[config.mk]
export PLATFORM = sky130hd
export DESIGN_NAME = fetch
export DESIGN_NICKNAME = d
export VERILOG_FILES = /design/src/rtl/fetch.sv
export SDC_FILE = /design/constraint.sdc
export NUM_CORES = 1
export LEC_CHECK = 0
export CORE_UTILIZATION = 52
export CTS_CLUSTER_SIZE = 10
export DETAILED_ROUTE_END_ITERATION = 8
export PLACE_DENSITY = 0.79
export SETUP_SLACK_MARGIN = 0.1
export SKIP_CTS_REPAIR_TIMING = 1
export SKIP_LAST_GASP = 1
export SYNTH_ARGS = -nofsm -noshare
export SYNTH_HDL_FRONTEND = slang
export SYNTH_SLANG_ARGS = --single-unit
[constraint.sdc]
create_clock -name clk_i -period 4.8 [get_ports clk_i]
set_input_delay 0.48 -clock clk_i [delete_from_list [all_inputs] [get_ports clk_i]]
set_output_delay 0.48 -clock clk_i [all_outputs]
set_load 0.05 [all_outputs]
[src/rtl/fetch.sv]
// fetch: rv32i instruction fetch stage, directly upstream of decode.
//   Owns the PC, issues word-aligned reads over a req/gnt/rvalid handshake,
//   tags each outstanding request with its address and buffers returned
//   words in a small FIFO whose head drives decode. A redirect flushes the
//   buffer and drops every response still in flight for the old stream.
// Ports:
//   clk_i, rst_i                   clock, async active-high reset
//   fet_req_o, fet_addr_o          memory read request / word address
//   fet_gnt_i                      memory accepts the request this cycle
//   fet_rvalid_i, fet_rdata_i      in-order read response
//   fet_redirect_i/_pc_i           taken branch/jump and its target
//   fet_stall_i                    decode holds the current instruction
//   fet_valid_o, fet_inst_o, fet_pc_o  instruction and its address (0 when invalid)
module fetch #(
  parameter logic [31:0] RESET_PC   = 32'h0000_0000,
  parameter int unsigned FIFO_DEPTH = 2
) (
  input  logic        clk_i,
  input  logic        rst_i,
  output logic        fet_req_o,
  output logic [31:0] fet_addr_o,
  input  logic        fet_gnt_i,
  input  logic        fet_rvalid_i,
  input  logic [31:0] fet_rdata_i,
  input  logic        fet_redirect_i,
  input  logic [31:0] fet_redirect_pc_i,
  input  logic        fet_stall_i,
  output logic        fet_valid_o,
  output logic [31:0] fet_inst_o,
  output logic [31:0] fet_pc_o
);

  localparam int unsigned AW = $clog2(FIFO_DEPTH);
  localparam int unsigned CW = $clog2(FIFO_DEPTH + 1);
  localparam logic [CW:0] DEPTH_C = (CW + 1)'(FIFO_DEPTH);

  logic [31:0]   r_pc;
  logic [CW-1:0] r_outstanding;
  logic [CW-1:0] r_discard;
  logic [CW-1:0] r_count;
  logic [AW-1:0] r_rd_ptr;
  logic [AW-1:0] r_wr_ptr;
  logic [AW-1:0] r_tag_rd;
  logic [AW-1:0] r_tag_wr;
  logic [31:0]   r_inst_mem [FIFO_DEPTH];
  logic [31:0]   r_ipc_mem  [FIFO_DEPTH];
  logic [31:0]   r_tag_mem  [FIFO_DEPTH];

  logic [CW:0]   w_credit;
  logic [CW-1:0] w_out_next;
  logic          w_grant;
  logic          w_drop;
  logic          w_push;
  logic          w_pop;
  logic [31:0]   w_redirect_pc;

  // Credit covers both in-flight requests and buffered words, so every
  // response is guaranteed a FIFO slot.
  assign w_credit      = {1'b0, r_outstanding} + {1'b0, r_count};
  assign fet_req_o     = !rst_i && !fet_redirect_i && (w_credit < DEPTH_C);
  assign fet_addr_o    = r_pc;
  assign w_grant       = fet_req_o && fet_gnt_i;
  assign w_out_next    = r_outstanding + CW'(w_grant) - CW'(fet_rvalid_i);
  assign w_redirect_pc = fet_redirect_pc_i & 32'hFFFF_FFFC;

  // A response landing in the redirect cycle belongs to the old stream.
  assign w_drop = fet_rvalid_i && (fet_redirect_i || (r_discard != '0));
  assign w_push = fet_rvalid_i && !w_drop;

  assign fet_valid_o = (r_count != '0);
  assign w_pop       = fet_valid_o && !fet_stall_i;
  assign fet_inst_o  = fet_valid_o ? r_inst_mem[r_rd_ptr] : '0;
  assign fet_pc_o    = fet_valid_o ? r_ipc_mem[r_rd_ptr]  : '0;

  always_ff @(posedge clk_i or posedge rst_i) begin
    if (rst_i) begin
      r_pc          <= RESET_PC;
      r_outstanding <= '0;
      r_discard     <= '0;
      r_count       <= '0;
      r_rd_ptr      <= '0;
      r_wr_ptr      <= '0;
      r_tag_rd      <= '0;
      r_tag_wr      <= '0;
    end else begin
      r_outstanding <= w_out_next;
      if (w_grant) begin
        r_pc     <= r_pc + 32'd4;
        r_tag_wr <= r_tag_wr + AW'(1);
      end
      // The tag queue follows every response, dropped or not, so it stays
      // aligned with the memory's in-order returns across flushes.
      if (fet_rvalid_i) begin
        r_tag_rd <= r_tag_rd + AW'(1);
      end
      if (fet_redirect_i) begin
        r_pc      <= w_redirect_pc;
        r_discard <= w_out_next;
        r_count   <= '0;
        r_rd_ptr  <= '0;
        r_wr_ptr  <= '0;
      end else begin
        if (fet_rvalid_i && (r_discard != '0)) begin
          r_discard <= r_discard - CW'(1);
        end
        if (w_push) begin
          r_wr_ptr <= r_wr_ptr + AW'(1);
        end
        if (w_pop) begin
          r_rd_ptr <= r_rd_ptr + AW'(1);
        end
        r_count <= r_count + CW'(w_push) - CW'(w_pop);
      end
    end
  end

  // Storage needs no reset: entries are only visible behind r_count.
  always_ff @(posedge clk_i) begin
    if (w_grant) begin
      r_tag_mem[r_tag_wr] <= r_pc;
    end
    if (w_push) begin
      r_inst_mem[r_wr_ptr] <= fet_rdata_i;
      r_ipc_mem[r_wr_ptr]  <= r_tag_mem[r_tag_rd];
    end
  end

  a_no_overflow: assert property (@(posedge clk_i) disable iff (rst_i)
    !(w_push && !w_pop && (r_count == CW'(FIFO_DEPTH))));

endmodule

==> After elaboration in Yosys (flattened, before gate mapping) <==
Memory sizes are Yosys's and may differ from the RTL's.
Cells that the tools add are included.
{ "op_classes": {"n_addsub": 11, "reduce_logical": 18, "mux": 15, "magnitude_cmp": 1} }
{ "op_table": {"columns": ["operator", "n"], "rows": [
  ["$mux 32", 4],
  ["$add 32x3->32 const B", 1],
  ["$reduce_bool 2->1", 6],
  ["$mux 1", 8],
  ["$logic_and 1x1->1", 7],
  ["$mux 2", 3],
  ["$add 1x1->1 const B", 4],
  ["$add 2x1->2", 2],
  ["$logic_not 1->1", 4],
  ["$sub 2x1->2", 2],
  ["$add 2x2->3", 1],
  ["$lt 3x2->1 const B", 1],
  ["$sub 2x1->2 const B", 1],
  ["$logic_or 1x1->1", 1]
]} }
{ "word_totals": {"input_bits": 70, "ramBits": 192, "n_memories": 3, "output_inout_bits": 98, "ff_bits": 42} }
{ "memory_table": {"columns": ["memory", "depth", "word_bits", "read_ports", "rd_ports_with_merged_regs", "wr", "line", "rtl"], "rows": [
  ["r_inst_mem", 2, 32, 1, 0, 1, "45", "logic [31:0] r_inst_mem [FIFO_DEPTH];"],
  ["r_ipc_mem", 2, 32, 1, 0, 1, "46", "logic [31:0] r_ipc_mem [FIFO_DEPTH];"],
  ["r_tag_mem", 2, 32, 1, 0, 1, "47", "logic [31:0] r_tag_mem [FIFO_DEPTH];"]
]} }

==> Logic depth before layout (Yosys ltp) <==
Gate-level depths: netlist (run 1).
{ "logic_depth": {"ltp_word": 8, "mapped_depth": 14} }

==> Worst setup path after synthesis (run 1) <==
Ideal clock, no wire load.
{ "synth_path": {"path_type": "register -> register", "start": "register r_outstanding[0]", "end": "memory r_tag_mem[0][10] (enable)", "stages_incl_launch_ff": 9, "n_path_buf": 2, "required_time_ns": 4.383, "arrival_time_ns": 3.715, "path_slack_ns": 0.668, "setup_time_ns": 0.417, "path_cell_list": "dfrtp_1 -> and2_1 -> fa_1 -> nor4_4 -> and2_1 -> inv_2 -> clkbuf_1 -> buf_2 -> nor2_1"} }
{ "synth_via": {"elab_chain_len": 6} }
{ "synth_lines": {"columns": ["item", "line", "rtl"], "rows": [
  ["start, declared", "38", "logic [CW-1:0] r_outstanding;"],
  ["start signal, assigned", "86", "r_outstanding <= w_out_next;"],
  ["$add 2x2->3", "59", "assign w_credit = {1'b0, r_outstanding} + {1'b0, r_count};"],
  ["$lt 3x2->1", "60", "assign fet_req_o = !rst_i && !fet_redirect_i && (w_credit < DEPTH_C);"],
  ["$logic_and 1x1->1", "60", null],
  ["named net fet_req_o", "20", "output logic fet_req_o,"],
  ["$logic_and 1x1->1", "62", "assign w_grant = fet_req_o && fet_gnt_i;"],
  ["$mux 1", "119", "if (w_grant) begin"],
  ["$mux 1 (implied by the code)", "120", "r_tag_mem[r_tag_wr] <= r_pc;"],
  ["end, declared", "47", null]
]} }
The timed path passes the listed nets, and every way through them passes these cells.

==> Worst setup path after layout (run 1) <==
{ "layout_path": {"start": "register r_count[0]", "end": "output fet_req_o"} }
{ "layout_via": {"elab_chain_len": 3} }
{ "layout_lines": {"columns": ["item", "line", "rtl"], "rows": [
  ["start, declared", "40", "logic [CW-1:0] r_count;"],
  ["start signal, assigned", "112", "r_count <= r_count + CW'(w_push) - CW'(w_pop);"],
  ["$add 2x2->3", "59", null],
  ["$lt 3x2->1", "60", null],
  ["$logic_and 1x1->1", "60", null],
  ["end, declared", "20", null]
]} }
No other way between the ends.

==> results.txt, run 1 <==
Antenna viol nets, final: 0
Vias per cell: 5.524
Sink Count: 224
Synth Instances: 625
Worst skew pair latency: 0.51 ns
CP top delay family: buffers and inverters
Leakage dissipation: 4.077 nW
CP required: 4.32 ns
Slowest cell on crit path: clkdlybuf4s50_1
Avg Cell Area, Syn: 14.67 um2
Initial antenna violation count: 0
Clock transition at path regs: 0.05 ns
Asr flop ratio synth: 17.86%
Post-layout total power: 6.408 mW
Count of input and output buffers: 161
Synth top cells by count: 184 x edfxtp_1, 88 x nor2_1, 64 x mux2i_1, 40 x dfrtp_1, 37 x nand2_1
Share of cells above drive strength 1: 10.46%
Layout area overhead: 28.75%
WHS: 0.5148 ns
H-tree level count: 1
Top FF cell, synth: edfxtp_1
Die area: 18170 um2
Vias in the first global route: 5706
Post-route DRC: 0
Worst r2r src: r_count[0]$_DFF_PP0_
Crit path DAT: 2.93 ns
FP Rows: 48
Final cell count without fillers: 1038
Synth Cell Area: 9171 um2
Crit path launch type: flop
Crit-path cells: and2_1 > fa_1 > nor4_4 > clkdlybuf4s50_1
Power Dens Cells: 542.7 nW/um2
Total core area: 17240 um2
Max VDD drop: 292.2 uV
Worst setup EP type: output pin
Worst setup margin: 1.388 ns
EDFF count, synth: 184
Maximum fanout along the worst path: 6
FF-to-FF End: r_tag_mem[0][27]$_DFFE_PP_
Sw frac: 34.64%
Worst path buffer plus inverter count: 1
Fillers: 1151
Worst Tran Pin Value: 1.135 ns
Share of the synthesized area in the top cell type: 60.25%
Largest net degree at the start of global routing: 64
Global-route wire length before repair: 29240 um
Most common cell in the netlist: edfxtp_1
Seq/Total Area, Yosys: 71.16%
Vias: 5734
Worst R2R Path Depth: 7
Clock power frac: 27.1%
Nets@finish: 871
Tcrit/Tclk final: 71.09%
I/O pin cnt: 168
Critical path type: reg2out
CTS tree: done
MaxCap Viol Count: 0
Net Sw Power: 2.220 mW
Slew Limit Fails: 0
Die X-Extent: 134.8 um
Clock root buffer: clkbuf_16
Comb power frac: 31.9%
Wire per inst: 18.23 um
Bufs on Longest Clock Path: 3
Synth unique cells: 47
Flop pwr share: 41.0%
Ant diodes: 0
Initial DRC Count: 351
Initial Util: 53.21%
Total CTS buffers: 26
Gr ovfl total: 0
Total Wirelength: 18920 um
Critical path depth: 4
Finished Cell Area: 11810 um2
Overall Global Routing Usage: 20.82%
Final setup violation count: 0
Router iterations before antenna repair: 5
Setup_tns: 0 ns
Hold Path Class: reg2reg
Hpwl dp: 12290 um
Die H: 134.8 um
Cell count of the worst hold path: 1
Post-synth top area cell: edfxtp_1
Post-route minimum period: 3.412 ns
Status: finished clean
Core Util, Final: 68.50%
Slowest cell delay on critical path: 0.92 ns
WHS Endpoint: r_tag_wr$_DFFE_PP0P_
Slew HR: 24.37%
Hold_sp: r_tag_wr$_DFFE_PP0P_
Dpl cell area: 11040 um2
Yosys warning total: 0
Placed Cells: 991
Clock skew: 0.01261 ns
FMAX: 0.2930 GHz
Pre-CTS WS: 1.197 ns
Pint: 4.188 mW
Final GP Congestion: 0.8988
R2r setup slk: 1.56 ns
RSZ-0062 raised after global routing: no
Hold Fails Final Rpt: 0
Seq cells post-synth: 224
Synth top area cells: edfxtp_1 60%, dfrtp_1 11%, mux2i_1 7.0%
## metal layers
layer / routed length [um] / share of wire [%] / vias up / global-route usage, %
met3: 1470 / 7.8 / 24 / 4.392
met4: 287 / 1.5 / 0 / 5.556
met1: 7600 / 40 / 2792 / 26.37
met2: 9565 / 51 / 236 / 36.37
met5: 0 / 0 / - / 0
li1: - / - / 2682 / -
## kinds of logic (layout without fill, tap and decap cells)
group	count (synthesis)	count (layout)	synth area share [%]
adder cells (fa/ha/maj)	7	7	1.037
buffers and inverters	45	230	2.087
multiplexers	94	94	10.67
other	1	4	0.04089
AO/OA/AOI/OAI	67	67	4.911
flip-flops	224	224	71.16
AND/OR/NAND/NOR	175	175	8.950
XOR/XNOR	12	12	1.146
## area by class of cell
type	count	area (um2)	area share, %
Clock inverter	1	5.005	0.04239
Timing Repair Buffer	172	1694	14.35
Tap cell	225	281.5	2.384
Inverter	11	41.29	0.3497
Sequential cell	224	6530	55.30
Clock buffer	46	757.0	6.411
Multi-Input combinational cell	359	2499	21.16
## worst reg2reg max path, cell delays in order, from the launching register on
cell	delay [ns]
dfrtp_1	0.42
and2_1	0.17
fa_1	0.49
nor4_4	0.42
and2_1	0.22
inv_2	0.27
nor2_2	0.63
buf_4	0.32
## state kept, by name, summed over array words and instances (netlist names)
register       cells
r_tag_rd           1
r_ipc_mem         60
r_tag_wr           1
r_inst_mem        64
r_outstanding      2
r_wr_ptr           1
r_count            2
r_tag_mem         60
r_discard          2
fet_addr_o        30
r_rd_ptr           1
## how the worst max path moves through the flow
| stage | start | endpoint | slack (ns) |
|---|---|---|---|
| CTS | r_rd_ptr$_DFFE_PP0P_ | fet_pc_o[8] | 1.38 |
| floorplan | r_outstanding[0]$_DFF_PP0_ | r_tag_mem[0][10]$_DFFE_PP_ | 0.67 |
| global placement | fet_redirect_i | r_tag_mem[0][19]$_DFFE_PP_ | 1.31 |
| finish | r_count[0]$_DFF_PP0_ | fet_req_o | 1.39 |
| global route | r_rd_ptr$_DFFE_PP0P_ | fet_pc_o[9] | 1.26 |
| detailed placement | fet_redirect_i | r_tag_mem[0][22]$_DFFE_PP_ | 1.20 |
## cells in the final DEF, fill, tap and decap left out, types with 3 or more instances in the layout
master,instances
a21oi_1,9
nand2_1,37
o211ai_1,3
nor2_4,3
inv_1,10
conb_1,4
ha_1,6
nand3_1,15
nor4_1,3
xor2_1,5
nand4_1,7
o311ai_1,8
clkbuf_1,18
nor3_1,3
mux2_2,30
a32oi_1,7
dfrtp_1,39
clkdlybuf4s50_1,161
clkbuf_16,27
mux2i_1,64
a31oi_1,4
xnor2_1,7
edfxtp_1,184
and3_1,6
a22oi_1,3
o221ai_1,3
and2_1,3
nor2_1,83
o21ai_0,22
buf_4,11
## power groups by stage
stage	logic [mW]	clock network, mW	registers, mW
2_1_floorplan	1.36	0	2.66
3_3_place_gp	2.01	0	2.65
3_5_place_dp	2.05	0	2.66
4_1_cts	2.06	1.78	2.63
5_1_grt	2.16	1.84	2.65
6_report	2.05	1.74	2.63
Power figures use the tool's default switching activity.
==> run 2, diff against run 1 <==
--- a/config.mk
+++ b/config.mk
@@ -5,10 +5,10 @@
 export SDC_FILE = /design/constraint.sdc
 export NUM_CORES = 1
 export LEC_CHECK = 0
-export CORE_UTILIZATION = 52
+export CORE_UTILIZATION = 47
 export CTS_CLUSTER_SIZE = 10
 export DETAILED_ROUTE_END_ITERATION = 8
-export PLACE_DENSITY = 0.79
+export PLACE_DENSITY = 0.76
 export SETUP_SLACK_MARGIN = 0.1
 export SKIP_CTS_REPAIR_TIMING = 1
 export SKIP_LAST_GASP = 1
==> constraint.sdc (replaced) <==
create_clock -name clk_i -period 2.8 [get_ports clk_i]
set_input_delay 0.28 -clock clk_i [delete_from_list [all_inputs] [get_ports clk_i]]
set_output_delay 0.28 -clock clk_i [all_outputs]
set_load 0.05 [all_outputs]
==> results.txt, run 2 (synthesis results as in run 1) <==
Core Util, Final: 64.46% (-4.0 points)
Max reg flops: 64 (unchanged)
Overall Global Routing Usage: 19.74% (-1.1 points)
Worst setup EP type: output pin
H-tree level count: 1 (unchanged)
Global-route wire length before repair: 30790 um (+5.3%)
CP required: 2.52 ns (-1.80 ns)
FP Rows: 50 (+4.2%)
Total Wirelength: 19940 um (+5.4%)
Slew Limit Fails: 0 (unchanged)
Hpwl dp: 13050 um (+6.1%)
Biggest register: r_inst_mem
Post-route DRC: 0 (unchanged)
Crit-path cells: buf_8 > mux2i_1 > nor2_1 > clkdlybuf4s50_1
Pre-CTS WS: 0.2822 ns (-0.9144 ns)
Total CTS buffers: 26 (unchanged)
Commonest non-fill, non-tap cell in the layout: edfxtp_1
Slowest cell delay on critical path: 0.82 ns (-0.10 ns)
Total core area: 18890 um2 (+9.6%)
Largest regs: r_inst_mem: 64 flops, r_ipc_mem: 60 flops, r_tag_mem: 60 flops
Max VDD drop: 512.0 uV (+75%)
Worst path buffer plus inverter count: 2 (+1)
R2r setup slk: 0.24 ns (-1.32 ns)
FMAX: 0.3745 GHz
Post-route minimum period: 2.670 ns
I/O pin cnt: 168 (unchanged)
Worst Tran Pin Value: 0.8593 ns (-0.2752 ns)
Crit path launch type: flop
Die X-Extent: 141.7 um (+5.1%)
Initial antenna violation count: 0 (unchanged)
Tcrit/Tclk final: 95.36%
Final GP Congestion: 0.8315 (-7.5%)
MaxCap Viol Count: 0 (unchanged)
Bufs on Longest Clock Path: 3 (unchanged)
Final setup violation count: 0 (unchanged)
CP top delay family: buffers and inverters
Count of input and output buffers: 161 (unchanged)
Vias: 5882 (+2.6%)
Status: finished clean
Finished Cell Area: 12180 um2 (+3.1%)
Power Dens Cells: 911.8 nW/um2 (+68%)
Worst skew pair latency: 0.51 ns (about the same)
Most frequent cells in the layout: 184 x edfxtp_1, 115 x clkdlybuf4s50_1, 84 x nor2_1
Die H: 141.7 um (+5.1%)
Maximum fanout along the worst path: 12 (+6)
Fillers: 1426 (+24%)
Vias in the first global route: 6038 (+5.8%)
Largest net degree at the start of global routing: 65 (+1.6%)
Hold Path Class: in2reg
Clock skew: 0.01153 ns (-0.001073 ns)
Critical path type: reg2out
Antenna viol nets, final: 0 (unchanged)
Hold Fails Final Rpt: 0 (unchanged)
Router iterations before antenna repair: 5 (unchanged)
Gr ovfl total: 0 (unchanged)
Die area: 20080 um2 (+10%)
Leakage dissipation: 4.919 nW (+21%)
Placed Cells: 1042 (+5.1%)
Wire per inst: 18.27 um (+0.25%)
Worst setup margin: 0.1299 ns (-1.258 ns)
Sink Count: 224 (unchanged)
Initial DRC Count: 394 (+12%)
Initial Util: 48.54% (-4.7 points)
Slowest cell on crit path: clkdlybuf4s50_1
Crit path DAT: 2.39 ns (-0.54 ns)
Nets@finish: 888 (+2.0%)
Ant diodes: 0 (unchanged)
Vias per cell: 5.391 (-2.4%)
RSZ-0062 raised after global routing: yes
Slew HR: 42.65% (+18 points)
CTS tree: done
Clock transition at path regs: 0.06 ns (about the same)
Layout area overhead: 32.80%
Final cell count without fillers: 1091 (+5.1%)
Clock root buffer: clkbuf_16
Dpl cell area: 11300 um2 (+2.3%)
Post-layout total power: 11.10 mW (+73%)
Share of cells above drive strength 1: 13.12% (+2.7 points)
## run 2: power by group
part           switching, mW  internal (mW)  leakage, nW
Combinational           2.39           1.37         2.40
Clock                   1.17           1.79        0.360
Sequential             0.296           4.08         2.16
Total                   3.86           7.24         4.92
## run 2: path summary, 6_finish.rpt
path / start / to / cells after the start
max reg2reg: r_count[0]$_DFF_PP0_ / r_discard[1]$_DFFE_PP0P_ / 12
min in group asynchronous: rst_i / fet_addr_o[27]$_DFFE_PP0P_ / 2
min reg2reg: r_tag_wr$_DFFE_PP0P_ / r_tag_wr$_DFFE_PP0P_ / 1
max in group asynchronous: rst_i / fet_addr_o[7]$_DFFE_PP0P_ / 3
min: fet_rdata_i[13] / r_inst_mem[1][13]$_DFFE_PP_ / 1
max: r_rd_ptr$_DFFE_PP0P_ / fet_pc_o[7] / 4
## run 2: stage by stage
step / setup TNS (ns) / hold WS, ns
2_1_floorplan: -9.615 / 0.3710
3_3_place_gp: 0 / 0.5261
3_5_place_dp: 0 / 0.5455
4_1_cts: -1.324 / 0.3359
5_1_grt: 0 / 0.3408
6_report: 0 / 0.3547
## run 2: routing by layer
metal / up-vias / share of wire (%) / global-route usage, %
met3: 40 / 6.0 / 3.375
met5: - / 0 / 0
li1: 2723 / - / -
met4: 0 / 2.3 / 6.055
met2: 220 / 50 / 34.79
met1: 2899 / 41 / 24.91
## run 2: cell type report
type	count	area [um2]	share of cell area, %
clock buffer	47	750.7	6.164
clock inverter	1	5.005	0.04109
inverter	11	41.29	0.3390
multi-input combinational	359	2530	20.77
sequential	224	6530	53.62
tap	260	325.3	2.671
timing repair buffer	189	1997	16.40
